`config.mk`:
```
export PLATFORM = sky130hd
export DESIGN_NAME = lcd_receiver
export DESIGN_NICKNAME = d
export VERILOG_FILES = /design/src/rtl/lcd_receiver.sv
export SDC_FILE = /design/constraint.sdc
export NUM_CORES = 1
export LEC_CHECK = 0
export BUFFER_PORTS_ARGS = -buffer_cell sky130_fd_sc_hd__buf_2
export CORE_MARGIN = 1
export CORE_UTILIZATION = 45
export DETAILED_ROUTE_END_ITERATION = 10
export HOLD_SLACK_MARGIN = 0.02
export MAX_ROUTING_LAYER = met4
export PLACE_DENSITY_LB_ADDON = 0.05
export SYNTH_ARGS = -nofsm -noshare
export SYNTH_HDL_FRONTEND = slang
export SYNTH_SLANG_ARGS = --single-unit
```
`constraint.sdc`:
```
create_clock -name clk -period 4.9 [get_ports clk]
set_clock_uncertainty 0.1 [all_clocks]
set_input_delay 0.98 -clock clk [delete_from_list [all_inputs] [get_ports clk]]
set_output_delay 0.98 -clock clk [all_outputs]
set_load 0.05 [all_outputs]
```
`src/rtl/lcd_receiver.sv`:
```
// HD44780-style LCD bus slave mirroring a 2x16 display buffer.
// Define LCD_RX_BUSY_EN to add the post-write BUSY state timed by BUSY_CYCLES.
module lcd_receiver #(
  parameter int BUSY_CYCLES = 40
) (
  input  logic       clk,
  input  logic       rst,
  input  logic       lcd_e,
  input  logic       lcd_rs,
  input  logic       lcd_rw,
  input  logic [7:0] lcd_data_in,
  output logic [7:0] lcd_data_out,
  output logic       lcd_data_oe,
  input  logic [4:0] rd_addr,
  output logic [7:0] rd_char,
  output logic [6:0] cursor,
  output logic       disp_on,
  output logic       entry_inc,
  output logic       two_line,
  output logic       cmd_drop
);

  typedef enum logic [1:0] {IDLE, CLEARING, BUSY} state_t;

  state_t     state;
  logic       e_s1, e_s2, e_s3;
  logic       strobe;
  logic       busy;
  logic       rd_active;
  logic [7:0] buffer [32];
  logic [6:0] address;
  logic [4:0] clr_idx;
  logic [5:0] cur_map;
  logic [7:0] cur_byte;

`ifdef LCD_RX_BUSY_EN
  localparam int CW = (BUSY_CYCLES > 1) ? $clog2(BUSY_CYCLES) : 1;
  logic [CW-1:0] busy_cnt;
`else
  if (BUSY_CYCLES < 0) begin : g_busy_cycles_unused
  end
`endif

  // {valid, index}: 0x00-0x0F -> 0-15, 0x40-0x4F -> 16-31
  function automatic logic [5:0] map_addr(input logic [6:0] a);
    if (a[6:4] == 3'd0) return {2'b10, a[3:0]};
    if (a[6:4] == 3'd4) return {2'b11, a[3:0]};
    return 6'd0;
  endfunction

  function automatic logic [6:0] step_addr(input logic [6:0] a, input logic inc, input logic two);
    if (two) begin
      if (inc) return (a == 7'h27) ? 7'h40 : (a == 7'h67) ? 7'h00 : a + 7'd1;
      return (a == 7'h40) ? 7'h27 : (a == 7'h00) ? 7'h67 : a - 7'd1;
    end
    // single-line: modulo 0x50, also folding addresses set above 0x4F
    if (inc) return (a >= 7'h4F) ? a - 7'h4F : a + 7'd1;
    return (a == 7'h00) ? 7'h4F : (a > 7'h50) ? a - 7'h51 : a - 7'd1;
  endfunction

  assign strobe    = e_s3 & ~e_s2;
  assign busy      = (state != IDLE);
  assign rd_active = e_s2 & lcd_rw;
  assign cur_map   = map_addr(address);
  assign cur_byte  = cur_map[5] ? buffer[cur_map[4:0]] : 8'h20;
  assign rd_char   = buffer[rd_addr];
  assign cursor    = address;

  always_ff @(posedge clk) begin
    if (rst) begin
      for (int i = 0; i < 32; i++) buffer[i] <= 8'h20;
      address      <= 7'd0;
      entry_inc    <= 1'b1;
      disp_on      <= 1'b0;
      two_line     <= 1'b0;
      state        <= IDLE;
      clr_idx      <= 5'd0;
`ifdef LCD_RX_BUSY_EN
      busy_cnt     <= '0;
`endif
      lcd_data_oe  <= 1'b0;
      lcd_data_out <= 8'h00;
      cmd_drop     <= 1'b0;
      e_s1         <= 1'b0;
      e_s2         <= 1'b0;
      e_s3         <= 1'b0;
    end else begin
      e_s1         <= lcd_e;
      e_s2         <= e_s1;
      e_s3         <= e_s2;
      cmd_drop     <= 1'b0;
      lcd_data_oe  <= rd_active;
      lcd_data_out <= !rd_active ? 8'h00 : lcd_rs ? cur_byte : {busy, address};

      case (state)
        CLEARING: begin
          buffer[clr_idx] <= 8'h20;
          clr_idx         <= clr_idx + 5'd1;
          if (clr_idx == 5'd31) begin
`ifdef LCD_RX_BUSY_EN
            state    <= BUSY;
            busy_cnt <= CW'(BUSY_CYCLES - 1);
`else
            state    <= IDLE;
`endif
          end
        end
`ifdef LCD_RX_BUSY_EN
        BUSY: begin
          if (busy_cnt == '0) state <= IDLE;
          else                busy_cnt <= busy_cnt - CW'(1);
        end
`endif
        default: ;
      endcase

      if (strobe) begin
        if (lcd_rw) begin
          if (lcd_rs) address <= step_addr(address, entry_inc, two_line);
        end else if (state != IDLE) begin
          cmd_drop <= 1'b1;
        end else if (lcd_rs) begin
          if (cur_map[5]) buffer[cur_map[4:0]] <= lcd_data_in;
          address <= step_addr(address, entry_inc, two_line);
`ifdef LCD_RX_BUSY_EN
          state    <= BUSY;
          busy_cnt <= CW'(BUSY_CYCLES - 1);
`endif
        end else begin
          casez (lcd_data_in)
            8'b1???????: address   <= lcd_data_in[6:0];
            8'b001?????: two_line  <= lcd_data_in[3];
            8'b00001???: disp_on   <= lcd_data_in[2];
            8'b000001??: entry_inc <= lcd_data_in[1];
            8'b0000001?: address   <= 7'd0;
            8'b00000001: begin
              address   <= 7'd0;
              entry_inc <= 1'b1;
              clr_idx   <= 5'd0;
              state     <= CLEARING;
            end
            default: ;
          endcase
`ifdef LCD_RX_BUSY_EN
          if (lcd_data_in != 8'h01) begin
            state    <= BUSY;
            busy_cnt <= CW'(BUSY_CYCLES - 1);
          end
`endif
        end
      end
    end
  end

endmodule

```
==> results.toml, run 1 <==
[clock_tree]
cts-htree-levels = 2
clkTransAtPathRegs_ps = 50
cts_num_sinks = 286
cts_root_buffer = "clkbuf_16"
post-cts-setup-buffers = 0
cts_buffers = 35
cts.repair.resized = 0
cts_tree = "yes"
cts_hold_buf = 0
cts_buffer_depth = 3
clkLatencyLatePin_ps = 550

[yosys]
syn_nets = 1408
synthSimpleGateAreaFrac_pct = 15.43
netlist_top_cells_count = "nor2_1 (290), edfxtp_1 (256), nand2_1 (132)"
synthTopCellsByArea = "edfxtp_1 (49%), mux4_2 (12%), nor2_1 (7.0%), dfxtp_1 (3.8%), nand2_1 (3.2%)"
synth_top_family_by_area = "multiplexers"
syn_inst = 1386
synth_edf_count = 256
synth_area_um2 = 15600
synth-compound-area-share_pct = 11.14
yosys_warnings = 0
async_flop_share_pct = 0
yosysTopAreaCell = "edfxtp_1"
ys.flop_type = "edfxtp_1"
syn-mean-instance-area_um2 = 11.26
synth_cell_types = 71
ys_seq_elements = 286
muxShareOfSynthArea_pct = 16.37
ys_seq_area_share_pct = 53.13
synth_top_area_share_pct = 49.28
yosysMostFrequentCell = "nor2_1"
synth_fa_ha_area_share_pct = 0.3208
synth-xor-area-share_pct = 0.4491

[worst_setup_path]
slowest_delay_ps = 610
worstSetupPathType = "input pin to primary output"
worstPathRequired_ps = 3820
cp_max_fo = 32
regToRegSetupSlack_ps = 1290
path_cells = "buf_4 > buf_12 > mux4_2 > mux4_2 > mux2_2 > buf_2"
crit_buf_inv = 3
end_kind = "primary output"
cpMostUsedCell = "mux4_2"
cpLargestDelayFamily = "multiplexers"
cp.arrival_ps = 3260
timing.rr.start = "cursor[0]"
critPathSlowestCell = "mux4_2"
cp-startpoint = "rd_addr[0]"
critPathLaunchType = "input pin"

[detailed_routing]
wl_met3_mm = 6.465
drcViolationCount = 0
drt_iter0_markers = 1698
wl_met1_mm = 25.21
viasPerCell = 6.621
vias = 12630
first_pass_iters = 5
highest_layer = "met4"
wl_mm = 60.10
wire_per_inst_um = 31.50
wl_met2_mm = 25.99
detail-route-antenna-nets = 0

[global_route]
grt_pass1_wl_mm = 86.59
antenna_found_initial = 4
grt_start_max_net_pins = 49
overflow = 0
grt_use_total_pct = 35.41
grt_pass1_vias = 11790

[power_and_ir_drop]
power_density_nw_per_um2 = 326.9
power_leakage_nw = 5.761
vdd_drop_max_mv = 0.2143
seq_power_share_pct = 47.9
p_int_mw = 4.359
switchingPower_mw = 1.425
clockPowerShare_pct = 44.1
netSwitchingFraction_pct = 24.64
p_comb_share_pct = 8.0

[placed_design]
io_buffers = 45
dp_hpwl_mm = 41.62
dp_worst_setup_slack_ps = 554.2
gp_congestion = 0.9787

[timing]
post-route-min-period_ps = 4345
slew_violations = 0
holdWs_ps = 350.5
fmax_mhz = 230.2
finalHoldViolations = 0
maxSlewHeadroom_pct = 21.44
grt_setup_unrepaired = "no"
tightest_slew_ps = 1176
finalCritPeriodShare_pct = 88.67
setup_slack_ps = 555.3
setup_viol = 0
tns_ps = 0

[die]
die_w_um = 188.2
core_area_um2 = 33780
row_count = 67
start_util_pct = 46.18
die_y_um = 188.2
dieArea_um2 = 35420
ioPinCount = 46

[job]
max_cap_viol_count = 0

[final_layout]
nets = 1450
drive_gt1_share_pct = 21.44
area_growth_pct = 13.43
nFillCells = 3012

[outcome]
outcome = "completed"

[min_path]
min-delay-start = "e_s1"
min_path_type = "flop to flop"
-- metal layers --
layer | up-vias | global-route usage [%]
met5 | - | -
met4 | 0 | 13.38
met3 | 134 | 6.854
met2 | 850 | 50.48
met1 | 6298 | 49.99
li1 | 5351 | -
-- power groups by stage --
stage / Combinational, mW / Clock [mW] / Sequential, mW
6_report: 0.466 / 2.55 / 2.77
4_1_cts: 0.458 / 2.57 / 2.77
3_5_place_dp: 0.455 / 0 / 2.82
3_3_place_gp: 0.455 / 0 / 2.82
2_1_floorplan: 0.298 / 0 / 2.79
5_1_grt: 0.483 / 2.66 / 2.77
-- path summary, 6_finish.rpt --
path / end / cells after the start
min reg2reg: e_s2 / 1
max: rd_char[1] / 6
max reg2reg: lcd_data_out[2] / 8
min: e_s2 / 1
-- cell type report --
type | instances | area [um2] | share of cell area (%)
Sequential cell | 286 | 8293 | 46.87
Multi-Input combinational cell | 975 | 6850 | 38.71
Clock buffer | 50 | 993.5 | 5.614
Timing Repair Buffer | 116 | 813.3 | 4.596
Tap cell | 448 | 560.5 | 3.168
Clock inverter | 14 | 118.9 | 0.6718
Inverter | 14 | 52.55 | 0.2970
Antenna cell | 5 | 12.51 | 0.07071
-- layout by cell type (no fill, tap or decap), types with 12 or more instances in the layout --
cell type,n
mux4_2,83
a221oi_1,12
o221ai_1,16
nor2_1,288
o21ai_0,80
o22ai_1,43
mux2_2,35
a21oi_1,47
mux2i_1,29
buf_4,69
clkbuf_16,36
nand2_1,132
inv_1,13
dfxtp_1,28
buf_2,43
edfxtp_1,256
nand3_1,42
-- cell families (layout without fill, tap and decap cells) --
family / count (synthesis) / after routing
compound gates: 264 / 264
xor+xnor: 8 / 8
fa+ha+maj: 4 / 4
buf+inv: 125 / 194
flops: 286 / 286
mux: 147 / 147
other cells: 0 / 5
simple gates: 552 / 552
-- registers in the layout, indices dropped and copies added, names as in the netlist --
register	count
buffer	256
lcd_data_out	8
cursor	7
clr_idx	5
state	2
cmd_drop	1
disp_on	1
e_s1	1
e_s2	1
e_s3	1
entry_inc	1
lcd_data_oe	1
two_line	1
-- per-stage QoR --
| step | total power [mW] | area, um2 | utilization [%] | instances |
|---|---|---|---|---|
| 5_1_grt | 5.918 | 17690 | 52.37 | 1907 |
| 3_3_place_gp | 3.274 | 16570 | 49.05 | 1839 |
| 4_1_cts | 5.792 | 17680 | 52.34 | 1903 |
| 3_5_place_dp | 3.274 | 16570 | 49.05 | 1839 |
| 2_1_floorplan | 3.088 | 15600 | - | 1386 |
| 6_report | 5.784 | 17690 | 52.38 | 1908 |
Power figures use the tool's default switching activity.
==> inputs of run 2 (changes only) <==
--- a/config.mk
+++ b/config.mk
@@ -8,10 +8,11 @@
 export BUFFER_PORTS_ARGS = -buffer_cell sky130_fd_sc_hd__buf_2
 export CORE_MARGIN = 1
 export CORE_UTILIZATION = 45
+export CTS_CLUSTER_DIAMETER = 40
 export DETAILED_ROUTE_END_ITERATION = 10
 export HOLD_SLACK_MARGIN = 0.02
 export MAX_ROUTING_LAYER = met4
-export PLACE_DENSITY_LB_ADDON = 0.05
+export PLACE_DENSITY = 0.63
 export SYNTH_ARGS = -nofsm -noshare
 export SYNTH_HDL_FRONTEND = slang
 export SYNTH_SLANG_ARGS = --single-unit
==> run 2 against run 1 <==
  * Register-to-register slack lost 340 ps
  * Non-clock buffer count shrank 13
  * Cell count grew 0.16%
  * Critical endpoint is now rd_char[0]
  * Count of clock-buffer cells in the layout shrank 2
  * Highest routed layer unchanged
==> results.toml, run 2 (same netlist as run 1, synthesis figures left out) <==
[final_layout]
nFillCells = 2927
top_register = "buffer"
seq_area_um2 = 8293
nets = 1447
layout.cells.non_filler = 1911
largest_reg_flops = 256
layout_common_cells = "nor2_1 (288), edfxtp_1 (256), nand2_1 (132)"
multi_input_area_um2 = 6859
final_common_cell = "nor2_1"
drive_gt1_share_pct = 22.31
area_growth_pct = 15.74

[placed_design]
io_buffers = 45
dp_hpwl_mm = 46.28
dp.cells = 1826
gp_congestion = 1.019

[worst_setup_path]
crit_buf_inv = 3
worstPathRequired_ps = 3820
cp.arrival_ps = 3230
slowest_delay_ps = 580
rr_worst_depth = 7
path_cells = "buf_4 > buf_12 > mux4_2 > mux4_2 > mux2_2 > buf_2"
critPathLaunchType = "input pin"
cp_max_fo = 36
end_kind = "primary output"
worstSetupPathType = "input pin to primary output"
cpMostUsedCell = "mux4_2"
cpLargestDelayFamily = "multiplexers"
critPathSlowestCell = "mux4_2"
path_depth = 6

[job]
max_cap_viol_count = 0

[power_and_ir_drop]
power_density_nw_per_um2 = 368.3
power_leakage_nw = 5.911
vdd_drop_max_mv = 0.4847

[clock_tree]
cts_buffers = 45
clkTransAtPathRegs_ps = 50
cts_hold_buf = 0
cts_num_sinks = 286
cts_buffer_depth = 3
cts-htree-levels = 2
cts_tree = "yes"
clkLatencyLatePin_ps = 580
post-cts-setup-buffers = 0
cts_root_buffer = "clkbuf_16"
cts.repair.resized = 0

[die]
die_w_um = 188.2
dieArea_um2 = 35420
ioPinCount = 46
start_util_pct = 46.18
row_count = 67
core_area_um2 = 33780
die_y_um = 188.2

[min_path]
min_path_type = "flop to flop"
hold_path_depth = 1

[detailed_routing]
viasPerCell = 6.755
wire_per_inst_um = 33.41
drt_iter0_markers = 1614
wl_mm = 63.85
vias = 12910
detail-route-antenna-nets = 0
drcViolationCount = 0
first_pass_iters = 6

[timing]
grt_setup_unrepaired = "no"
tns_ps = 0
tightest_slew_ps = 1130
fmax_mhz = 231.9
finalHoldViolations = 0
post-route-min-period_ps = 4312
slew_violations = 0
maxSlewHeadroom_pct = 24.45
finalCritPeriodShare_pct = 88.01
setup_viol = 0

[global_route]
overflow = 0
grt_pass1_vias = 12110
grt_use_total_pct = 37.70
grt_start_max_net_pins = 47
antenna_found_initial = 2
grt_pass1_wl_mm = 90.75

[outcome]
outcome = "completed"
==> run 2: through the flow <==
stage               hold slack, ps  utilization (%)  power [mW]  cell area (um2)  setup slack, ps
floorplan                    313.8                -       3.088            15600            650.0
global placement             318.6            48.67       3.276            16440            609.6
detailed placement           325.6            48.67       3.272            16440            583.8
CTS                          337.8            53.43       6.656            18050            586.4
global route                 362.2            53.44       6.793            18050            521.3
finish                       332.7            53.44       6.650            18050            587.7
==> run 2: area by class of cell <==
type	count	share of cell area, %
Tap cell	448	3.105
Antenna cell	2	0.02772
Inverter	14	0.2911
Multi-Input combinational cell	975	37.99
Timing Repair Buffer	103	3.756
Clock buffer	48	6.417
Sequential cell	286	45.93
Clock inverter	35	2.481
==> run 2: layer usage <==
metal  track usage [%]  share of wire, %
met5                 -                 0
met4             22.42               6.9
met3             7.338               9.9
met2             55.68                45
met1             48.30                38
==> run 2: worst register-to-register path: cells and delay by family (launching register included) <==
kind	cells	cell delay [ps]
AND/OR/NAND/NOR	2	1030
flip-flops	1	750
buffers and inverters	1	440
AO/OA/AOI/OAI	4	1460
==> run 2: report_power, final <==
part / internal (mW) / switching (mW)
registers: 2.72 / 0.0822
logic: 0.163 / 0.274
clock network: 2.13 / 1.29
total: 5.01 / 1.64
==> run 2: final timing paths <==
check	startpoint	end	slack, ps
hold reg to reg	e_s1	e_s2	330
hold / removal	e_s1	e_s2	330
setup / recovery	rd_addr[0]	rd_char[0]	590
setup reg to reg	cursor[5]	lcd_data_out[3]	950
==> inputs of run 3 (changes only) <==
--- a/config.mk
+++ b/config.mk
@@ -7,12 +7,12 @@
 export LEC_CHECK = 0
 export BUFFER_PORTS_ARGS = -buffer_cell sky130_fd_sc_hd__buf_2
 export CORE_MARGIN = 1
-export CORE_UTILIZATION = 45
+export CORE_UTILIZATION = 60
 export CTS_CLUSTER_DIAMETER = 40
 export DETAILED_ROUTE_END_ITERATION = 10
 export HOLD_SLACK_MARGIN = 0.02
 export MAX_ROUTING_LAYER = met4
-export PLACE_DENSITY = 0.63
+export PLACE_DENSITY = 0.79
 export SYNTH_ARGS = -nofsm -noshare
 export SYNTH_HDL_FRONTEND = slang
 export SYNTH_SLANG_ARGS = --single-unit
==> run 3 against run 2 <==
  * Combinational power grew 2%
  * Utilization grew 16 points
  * Die area shrank 25%
  * Worst setup slack lost 15 ps
  * Cell count shrank 7.0%
  * Sequential share of layout area grew 0.91 points
  * First-iteration DRC count grew 53%
  * Via count shrank 0.19%
  * Wire length shrank 17%
  * Flip-flop and latch count is the same
  * Critical path depth is the same
  * Critical endpoint is now rd_char[3]
  * Largest power group unchanged
==> results.toml, run 3 (same netlist as run 1, synthesis figures left out) <==
[clock_tree]
cts.repair.resized = 0
cts-htree-levels = 2
cts_num_sinks = 286
cts_hold_buf = 0
clkLatencyLatePin_ps = 550
cts_tree = "yes"
cts_root_buffer = "clkbuf_16"
post-cts-setup-buffers = 0
cts_buffer_depth = 3
clkTransAtPathRegs_ps = 50
cts_buffers = 42

[final_layout]
top_register = "buffer"
seq_area_um2 = 8293
nFillCells = 1805
layout_common_cells = "nor2_1 (288), edfxtp_1 (256), nand2_1 (126)"
multi_input_area_um2 = 6858
utilization_pct = 69.91
drive_gt1_share_pct = 21.78
largest_reg_flops = 256
layout.cells.non_filler = 1777
fin_area_um2 = 17710
final_common_cell = "nor2_1"
area_growth_pct = 13.50
nets = 1436

[worst_setup_path]
worstPathRequired_ps = 3820
cp_max_fo = 31
timing.rr.start = "cursor[5]"
slowest_delay_ps = 500
regToRegSetupSlack_ps = 1210
worstSetupPathType = "input pin to primary output"
rr_worst_depth = 7
timing.rr.end = "lcd_data_out[4]"
cp.arrival_ps = 3250
cpMostUsedCell = "mux4_2"
critPathLaunchType = "input pin"
critPathSlowestCell = "mux4_2"
end_kind = "primary output"
cp-startpoint = "rd_addr[1]"
path_cells = "buf_4 > buf_12 > mux4_2 > mux4_2 > mux2_2 > buf_2"

[timing]
tns_ps = 0
setup_viol = 0
finalHoldViolations = 0
maxSlewHeadroom_pct = 7.263
grt_setup_unrepaired = "no"
slew_violations = 0
holdWs_ps = 345.8
post-route-min-period_ps = 4327
tightest_slew_ps = 1373
setup_slack_ps = 572.5
finalCritPeriodShare_pct = 88.32
fmax_mhz = 231.1

[detailed_routing]
highest_layer = "met4"
wl_met2_mm = 23.42
wl_mm = 52.85
wire_per_inst_um = 29.74
wl_met1_mm = 19.04
detail-route-antenna-nets = 0
viasPerCell = 7.250
drt_iter0_markers = 2465
wl_met3_mm = 7.538
drcViolationCount = 0
first_pass_iters = 7
vias = 12880

[global_route]
grt_use_total_pct = 42.04
grt_start_max_net_pins = 50
grt_pass1_wl_mm = 78.19
antenna_found_initial = 1
overflow = 0
grt_pass1_vias = 12020

[die]
core_area_um2 = 25330
ioPinCount = 46
dieArea_um2 = 26650
die_w_um = 163.2
row_count = 58
die_y_um = 163.2
start_util_pct = 61.59

[placed_design]
dp_hpwl_mm = 35.88
dp.cells = 1700
dp_worst_setup_slack_ps = 611.7
io_buffers = 45
gp_congestion = 1.069
dpl_cell_area_um2 = 16260

[power_and_ir_drop]
power_density_nw_per_um2 = 357.9
vdd_drop_max_mv = 0.3579
power_leakage_nw = 5.820
power_mw = 6.336

[job]
max_cap_viol_count = 0

[outcome]
outcome = "completed"

[min_path]
holdPathEnd = "e_s2"
hold_path_depth = 1
min-delay-start = "e_s1"
min_path_type = "flop to flop"
-- run 3: worst max-delay path, delay by kind of cell --
family	cells	cell delay (ps)
mux	3	1200
buf+inv	3	1020
-- run 3: cell type report --
type | instances | share of cell area [%]
diodes | 1 | 0.01413
clock buffers | 47 | 6.219
clock inverters | 29 | 1.936
inverters | 14 | 0.2968
multi-input cells | 975 | 38.73
flip-flops and latches | 286 | 46.84
well taps | 330 | 2.332
repair buffers | 95 | 3.632
-- run 3: metal layers --
layer,up-vias,GRT usage (%)
li1,5317,-
met1,6205,56.28
met2,1144,60.50
met3,218,10.08
met4,0,20.01
met5,-,-
-- run 3: how the worst max path moves through the flow --
stage / to / slack, ps / cells past startpoint
global route: rd_char[0] / 540 / 6
global placement: rd_char[2] / 630 / 6
finish: rd_char[3] / 570 / 6
detailed placement: rd_char[3] / 610 / 6
floorplan: rd_char[0] / 650 / 6
CTS: rd_char[3] / 600 / 6
-- run 3: power breakdown --
| group | internal [mW] | switching, mW |
|---|---|---|
| combinational | 0.165 | 0.280 |
| sequential | 2.72 | 0.0528 |
| clock | 1.92 | 1.20 |
